`src/rtl/hit_memory_retriever_pkg.sv`:
```
// Shared widths, FSM encoding and HCM field helpers for the hit retrieval path.
package hit_memory_retriever_pkg;

  localparam int unsigned SSIDBITS         = 13;
  localparam int unsigned COLINDEXBITS_HNM = 5;
  localparam int unsigned ROWINDEXBITS_HIM = 9;
  localparam int unsigned MAXHITNBITS      = 4;
  localparam int unsigned HITINFOBITS      = 8;
  localparam int unsigned HITSPERROW       = 3;

  localparam int unsigned NCOLS_HNM   = 2 ** COLINDEXBITS_HNM;
  localparam int unsigned NCOLS_HCM   = ROWINDEXBITS_HIM + MAXHITNBITS;
  localparam int unsigned NCOLS_HIM   = HITSPERROW * HITINFOBITS;
  localparam int unsigned ROWBITS_HNM = SSIDBITS - COLINDEXBITS_HNM;
  localparam int unsigned SLOTBITS    = (HITSPERROW > 1) ? $clog2(HITSPERROW) : 1;

  // Slot capacity expressed in the count field's width for direct comparison.
  localparam logic [MAXHITNBITS-1:0] HITSPERROW_CNT = MAXHITNBITS'(HITSPERROW);

  typedef enum logic [2:0] {
    S_IDLE     = 3'd0,
    S_WAIT_HNM = 3'd1,
    S_WAIT_HCM = 3'd2,
    S_WAIT_HIM = 3'd3,
    S_STREAM   = 3'd4
  } retriever_state_e;

  // HCM word layout: {HIM base address, hit count}.
  function automatic logic [MAXHITNBITS-1:0] hcm_count(input logic [NCOLS_HCM-1:0] w);
    return w[MAXHITNBITS-1:0];
  endfunction

  function automatic logic [ROWINDEXBITS_HIM-1:0] hcm_addr(input logic [NCOLS_HCM-1:0] w);
    return w[NCOLS_HCM-1 -: ROWINDEXBITS_HIM];
  endfunction

  function automatic logic [NCOLS_HCM-1:0] hcm_pack(input logic [ROWINDEXBITS_HIM-1:0] addr,
                                                     input logic [MAXHITNBITS-1:0]      cnt);
    return {addr, cnt};
  endfunction

endpackage

```
`src/rtl/hit_memory_retriever_mem_read_waiter.sv`:
```
// Block-memory read latency timer: start loads RD_LAT-1, done is high in the
// cycle whose closing edge may sample the read data.
module mem_read_waiter #(
  parameter int unsigned RD_LAT = 1
) (
  input  logic clock,
  input  logic reset,
  input  logic start,
  output logic done
);

  localparam int unsigned   CW   = (RD_LAT > 1) ? $clog2(RD_LAT) : 1;
  localparam logic [CW-1:0] LOAD = CW'(RD_LAT - 1);

  logic [CW-1:0] cnt_q, cnt_d;
  logic          active_q, active_d;

  // Next counter value: reload on start, count down while armed, disarm at zero.
  always_comb begin
    cnt_d    = cnt_q;
    active_d = active_q;
    if (start) begin
      cnt_d    = LOAD;
      active_d = 1'b1;
    end else if (active_q) begin
      if (cnt_q == '0) begin
        active_d = 1'b0;
      end else begin
        cnt_d = cnt_q - 1'b1;
      end
    end
  end

  // Counter and armed-flag registers.
  always_ff @(posedge clock) begin
    if (reset) begin
      cnt_q    <= '0;
      active_q <= 1'b0;
    end else begin
      cnt_q    <= cnt_d;
      active_q <= active_d;
    end
  end

  assign done = active_q && (cnt_q == '0);

endmodule

```
`src/rtl/hit_memory_retriever.sv`:
```
// Answers one SSID query at a time by walking HNM -> HCM -> HIM and streaming
// the stored hit-info words out oldest first.
module hit_memory_retriever
  import hit_memory_retriever_pkg::*;
#(
  parameter int unsigned RD_LAT = 1
) (
  input  logic                        clock,
  input  logic                        reset,
  input  logic                        storageBusy,
  input  logic                        queryValid,
  input  logic [SSIDBITS-1:0]         querySSID,
  output logic                        queryReady,
  output logic [ROWBITS_HNM-1:0]      rowIndex_HNM,
  input  logic [NCOLS_HNM-1:0]        dataOutput_HNM,
  output logic [SSIDBITS-1:0]         rowIndex_HCM,
  input  logic [NCOLS_HCM-1:0]        dataOutput_HCM,
  output logic [ROWINDEXBITS_HIM-1:0] rowIndex_HIM,
  input  logic [NCOLS_HIM-1:0]        dataOutput_HIM,
  output logic                        hitValid,
  input  logic                        hitReady,
  output logic [HITINFOBITS-1:0]      hitInfo,
  output logic                        hitLast,
  output logic [MAXHITNBITS-1:0]      hitCount,
  output logic                        overflow,
  output logic                        emptyDone
);

  retriever_state_e            state_q, state_d;
  logic [SSIDBITS-1:0]         ssid_q, ssid_d;
  logic [ROWBITS_HNM-1:0]      row_hnm_q, row_hnm_d;
  logic [SSIDBITS-1:0]         row_hcm_q, row_hcm_d;
  logic [ROWINDEXBITS_HIM-1:0] row_him_q, row_him_d;
  logic [NCOLS_HIM-1:0]        him_row_q, him_row_d;
  logic [SLOTBITS-1:0]         slot_q, slot_d;
  logic [MAXHITNBITS-1:0]      hit_count_q, hit_count_d;
  logic                        overflow_q, overflow_d;
  logic                        empty_done_q, empty_done_d;

  logic                        wait_start;
  logic                        wait_done;
  logic                        query_ready;
  logic [MAXHITNBITS-1:0]      hcm_cnt;
  logic [MAXHITNBITS-1:0]      n_hits;

  mem_read_waiter #(
    .RD_LAT (RD_LAT)
  ) u_waiter (
    .clock (clock),
    .reset (reset),
    .start (wait_start),
    .done  (wait_done)
  );

  assign query_ready = (state_q == S_IDLE) && !storageBusy && !reset;

  // Next-state, read-address and response bookkeeping for the lookup chain.
  always_comb begin
    state_d      = state_q;
    ssid_d       = ssid_q;
    row_hnm_d    = row_hnm_q;
    row_hcm_d    = row_hcm_q;
    row_him_d    = row_him_q;
    him_row_d    = him_row_q;
    slot_d       = slot_q;
    hit_count_d  = hit_count_q;
    overflow_d   = overflow_q;
    empty_done_d = 1'b0;
    wait_start   = 1'b0;
    hcm_cnt      = hcm_count(dataOutput_HCM);
    n_hits       = (hit_count_q > HITSPERROW_CNT) ? HITSPERROW_CNT : hit_count_q;

    unique case (state_q)
      S_IDLE: begin
        if (queryValid && query_ready) begin
          ssid_d     = querySSID;
          row_hnm_d  = querySSID[SSIDBITS-1:COLINDEXBITS_HNM];
          wait_start = 1'b1;
          state_d    = S_WAIT_HNM;
        end
      end
      S_WAIT_HNM: begin
        if (wait_done) begin
          if (dataOutput_HNM[ssid_q[COLINDEXBITS_HNM-1:0]]) begin
            row_hcm_d  = ssid_q;
            wait_start = 1'b1;
            state_d    = S_WAIT_HCM;
          end else begin
            empty_done_d = 1'b1;
            hit_count_d  = '0;
            overflow_d   = 1'b0;
            state_d      = S_IDLE;
          end
        end
      end
      S_WAIT_HCM: begin
        if (wait_done) begin
          if (hcm_cnt == '0) begin
            empty_done_d = 1'b1;
            hit_count_d  = '0;
            overflow_d   = 1'b0;
            state_d      = S_IDLE;
          end else begin
            hit_count_d = hcm_cnt;
            overflow_d  = (hcm_cnt > HITSPERROW_CNT);
            row_him_d   = hcm_addr(dataOutput_HCM);
            wait_start  = 1'b1;
            state_d     = S_WAIT_HIM;
          end
        end
      end
      S_WAIT_HIM: begin
        if (wait_done) begin
          him_row_d = dataOutput_HIM;
          // Oldest stored hit sits in the highest occupied slot.
          slot_d    = SLOTBITS'(n_hits - 1'b1);
          state_d   = S_STREAM;
        end
      end
      S_STREAM: begin
        if (hitReady) begin
          if (slot_q == '0) begin
            state_d = S_IDLE;
          end else begin
            slot_d = slot_q - 1'b1;
          end
        end
      end
      default: state_d = S_IDLE;
    endcase
  end

  // State and datapath registers.
  always_ff @(posedge clock) begin
    if (reset) begin
      state_q      <= S_IDLE;
      ssid_q       <= '0;
      row_hnm_q    <= '0;
      row_hcm_q    <= '0;
      row_him_q    <= '0;
      him_row_q    <= '0;
      slot_q       <= '0;
      hit_count_q  <= '0;
      overflow_q   <= 1'b0;
      empty_done_q <= 1'b0;
    end else begin
      state_q      <= state_d;
      ssid_q       <= ssid_d;
      row_hnm_q    <= row_hnm_d;
      row_hcm_q    <= row_hcm_d;
      row_him_q    <= row_him_d;
      him_row_q    <= him_row_d;
      slot_q       <= slot_d;
      hit_count_q  <= hit_count_d;
      overflow_q   <= overflow_d;
      empty_done_q <= empty_done_d;
    end
  end

  assign queryReady   = query_ready;
  assign rowIndex_HNM = row_hnm_q;
  assign rowIndex_HCM = row_hcm_q;
  assign rowIndex_HIM = row_him_q;
  assign hitValid     = (state_q == S_STREAM);
  assign hitInfo      = him_row_q[int'(slot_q)*HITINFOBITS +: HITINFOBITS];
  assign hitLast      = (state_q == S_STREAM) && (slot_q == '0);
  assign hitCount     = hit_count_q;
  assign overflow     = overflow_q;
  assign emptyDone    = empty_done_q;

endmodule

```
`config.mk`:
```
export PLATFORM = sky130hd
export DESIGN_NAME = hit_memory_retriever
export DESIGN_NICKNAME = d
export VERILOG_FILES = /design/src/rtl/hit_memory_retriever_pkg.sv /design/src/rtl/hit_memory_retriever_mem_read_waiter.sv /design/src/rtl/hit_memory_retriever.sv
export SDC_FILE = /design/constraint.sdc
export NUM_CORES = 1
export LEC_CHECK = 0
export ABC_AREA = 1
export CAP_MARGIN = 10
export CORE_MARGIN = 2
export CORE_UTILIZATION = 47
export DETAILED_ROUTE_END_ITERATION = 10
export PLACE_DENSITY = 0.87
export SETUP_SLACK_MARGIN = 0.02
export SYNTH_ARGS = -nofsm -noshare
export SYNTH_HDL_FRONTEND = slang
export SYNTH_SLANG_ARGS = --single-unit
export TNS_END_PERCENT = 20
```
`constraint.sdc`:
```
create_clock -name clock -period 2.57 [get_ports clock]
set_input_delay 0.6425 -clock clock [delete_from_list [all_inputs] [get_ports clock]]
set_output_delay 0.6425 -clock clock [all_outputs]
set_load 0.01 [all_outputs]
```
==> flow_metrics.tcl <==
set metrics [dict create \
    status "completed" \
    core_area_sq_um 6870 \
    timing.fmax_ghz 0.413 \
    die_h_microns 88.6 \
    fp.dieW_microns 88.6 \
    grt_max_degree 41 \
    rows 30 \
    synth.avg_cell_area_sq_um 6.89 \
    min_to "him_row_q[14]$_SDFFE_PP0P_" \
    final_nets 692 \
    final_cell_mix "clkdlybuf4s50_1 (132), nand2_1 (103), dfxtp_1 (70)" \
    setup_viol 0 \
    pre_cts_ws_ns -0.00467 \
    place_congestion 0.922 \
    grt_first_pass_wirelength_microns 14900 \
    min-delay-start "him_row_q[14]$_SDFFE_PP0P_" \
    hold_depth 2 \
    syn2layout_area_growth_pct 45.5 \
    synth-seq-cells 71 \
    synth_warnings 0 \
    grt_overflow 0 \
    max_slew_margin 0.326 \
    combPwrFrac 0.214 \
    setup_ws_ns 0.149 \
    grt_usage 0.242 \
    p_leak_nw 1.89 \
    wl_microns 9230 \
    grt_pass1_vias 3407 \
    layout_min_cycle_time_ns 2.42 \
    arrival_ns 1.78 \
    clock-sinks 71 \
    drc 0 \
    r2r_end "him_row_q[10]$_SDFFE_PP0P_" \
    final_area_sq_um 4890 \
    avgViaCountPerCell 5.09 \
    synth.largest_area_cell "dfxtp_1" \
    synth.top_cell.area_share 0.423 \
    rsz0062_at_grt "no" \
    dp_hpwl_microns 7040 \
    whs_ns 0.454 \
    dr.pass1.iters 4 \
    switching_power_w 0.000763 \
    ir_worst_vdd_mv 0.353 \
    worst_setup_path_start_kind "register" \
    p_clk_frac 0.352 \
    synthCells 488 \
    hold_violations 0 \
    layout_commonest_cell "clkdlybuf4s50_1" \
    insertion_delay_ns 0.35 \
    die_area_sq_um 7850 \
    antenna_found_initial 0 \
    worstSetupPathType "register to output pin" \
    critPathCaptureType "output pin" \
    antenna_left 0 \
    detail_route.iter0.violations 139 \
    min_path_type "register to register" \
    cts_tree "built" \
    place_area_sq_um 4670 \
    vias 3585 \
    io_buffers 133 \
    drive_gt1_frac 0.0624 \
    power_density_nw_per_um2 554 \
    period_share 0.942 \
    cts_max_path_buffers 2 \
    start_util 0.489 \
    postCtsSetupBuffers 0 \
    cts_buffers 9 \
    path_clk_slew_ns 0.08 \
    cap_violations 0 \
    layoutNonFillerInstCount 705 \
    detail_route.wl_per_cell_microns 13.1 \
    syn_area_sq_um 3360 \
    r2r_setup_slack_ns 0.35 \
    reg2reg_depth 7 \
    worstPathRequired_ns 1.93 \
    pwr-share-seq 0.435 \
    synthTopCellsByArea "dfxtp_1 (42%), nand2_1 (12%), o21ai_0 (7.6%)" \
    worstReg2RegStart "state_q[0]$_SDFFE_PP0P_" \
    ioPinCount 134 \
    netlist-cell-type-count 29 \
    internal-power_w 0.00195 \
    sw_frac_of_total 0.282 \
    fin_util 0.712 \
    antenna_cells 0 \
    synth_nets 575 \
    tightest_slew_ns 1.01 \
    cts.htree.levels 3 \
    fillers 562 \
    seq_area_frac_synth 0.423 \
    fin_skew_ns 0.0134 \
    worst-path-max-fanout 20 \
    drv_slew 0 \
    place_inst 690 \
    cts_root_buffer "clkbuf_8" \
]
critical path, cell delays in order (launching register included):
cell             delay (ns)
dfxtp_4                0.41
inv_1                  0.10
nand2_2                0.12
o22ai_1                0.21
clkdlybuf4s50_1        0.57
layout make-up:
cell class,count,area (sq um),area share
sequential,71,1430,0.291
clock inverter,6,86.3,0.0177
clock buffer,9,124,0.0253
multi-input combinational,334,1560,0.318
tap,96,120,0.0246
timing repair buffer,141,1390,0.284
inverter,48,188,0.0384
synth_stat cells:
master    number
a211oi_2       1
a21oi_1       43
buf_1          2
buf_2          1
buf_4          8
buf_6          4
buf_8          1
clkbuf_1      19
dfxtp_1       71
inv_1         46
inv_2          1
inv_8          1
nand2_1      104
nand2_2        2
nand3_1       39
nand3_2        2
nand3_4        1
nand4_1       14
nor2_1        57
nor2_2         1
nor2_4         1
nor3_1         4
nor3_2         1
nor4_1         1
o21ai_0       51
o21ai_1        2
o22ai_1        8
or2_2          1
xor2_1         1
worst max path at each step:
stage                                 startpoint    endpoint  depth (start not counted)
final                     slot_q[0]$_SDFFE_PP0P_  hitInfo[4]                          4
after floorplan           slot_q[0]$_SDFFE_PP0P_  hitInfo[0]                          4
after global placement                     reset  queryReady                          3
after global routing      slot_q[0]$_SDFFE_PP0P_  hitInfo[6]                          4
after CTS                 slot_q[0]$_SDFFE_PP0P_  hitInfo[5]                          4
after detailed placement                   reset  queryReady                          3
power by group through the flow:
| stage | clock (W) | sequential [W] | combinational, W |
|---|---|---|---|
| 2_1_floorplan | 0 | 0.00119 | 0.000354 |
| 3_3_place_gp | 0 | 0.00120 | 0.000564 |
| 3_5_place_dp | 0 | 0.00120 | 0.000578 |
| 4_1_cts | 0.000956 | 0.00118 | 0.000578 |
| 5_1_grt | 0.000992 | 0.00118 | 0.000646 |
| 6_report | 0.000953 | 0.00118 | 0.000579 |
registers in the layout, indices dropped and copies added (netlist names):
signal,flops
state_q,3
rowIndex_HCM,13
slot_q,2
hitCount,4
overflow,1
u_waiter.active_q,1
rowIndex_HIM,9
emptyDone,1
ssid_q,13
him_row_q,24
stage by stage:
stage | TNS, ns | power (W)
2_1_floorplan | 0 | 0.00154
3_3_place_gp | 0 | 0.00176
3_5_place_dp | -0.00467 | 0.00178
4_1_cts | 0 | 0.00271
5_1_grt | 0 | 0.00282
6_report | 0 | 0.00271
layer usage:
layer	vias up	track usage	wire, microns
li1	1819	-	-
met1	1622	0.286	3770
met2	128	0.438	4770
met3	16	0.0410	516
met4	0	0.0882	170
met5	-	0	0
cell families (layout without fill, tap and decap cells):
| logic type | count (synthesis) | in the layout | share of synthesized area |
|---|---|---|---|
| and+or+nand+nor | 228 | 228 | 0.297 |
| AOI/OAI and AO/OA | 105 | 105 | 0.162 |
| DFF | 71 | 71 | 0.423 |
| xor gates and xnor gates | 1 | 1 | 0.00261 |
| buffers and inverters | 83 | 204 | 0.116 |
what timing repair did:
item / 4_1_cts / 5_1_grt
gates cloned: 0 / 0
hold endpoints to repair: 0 / 0
resized for setup: 2 / 3
setup endpoints to repair: 9 / 8
hold buffers: 0 / 0
pin swaps: 0 / 0
No activity file was read; power rests on OpenSTA's default activity.
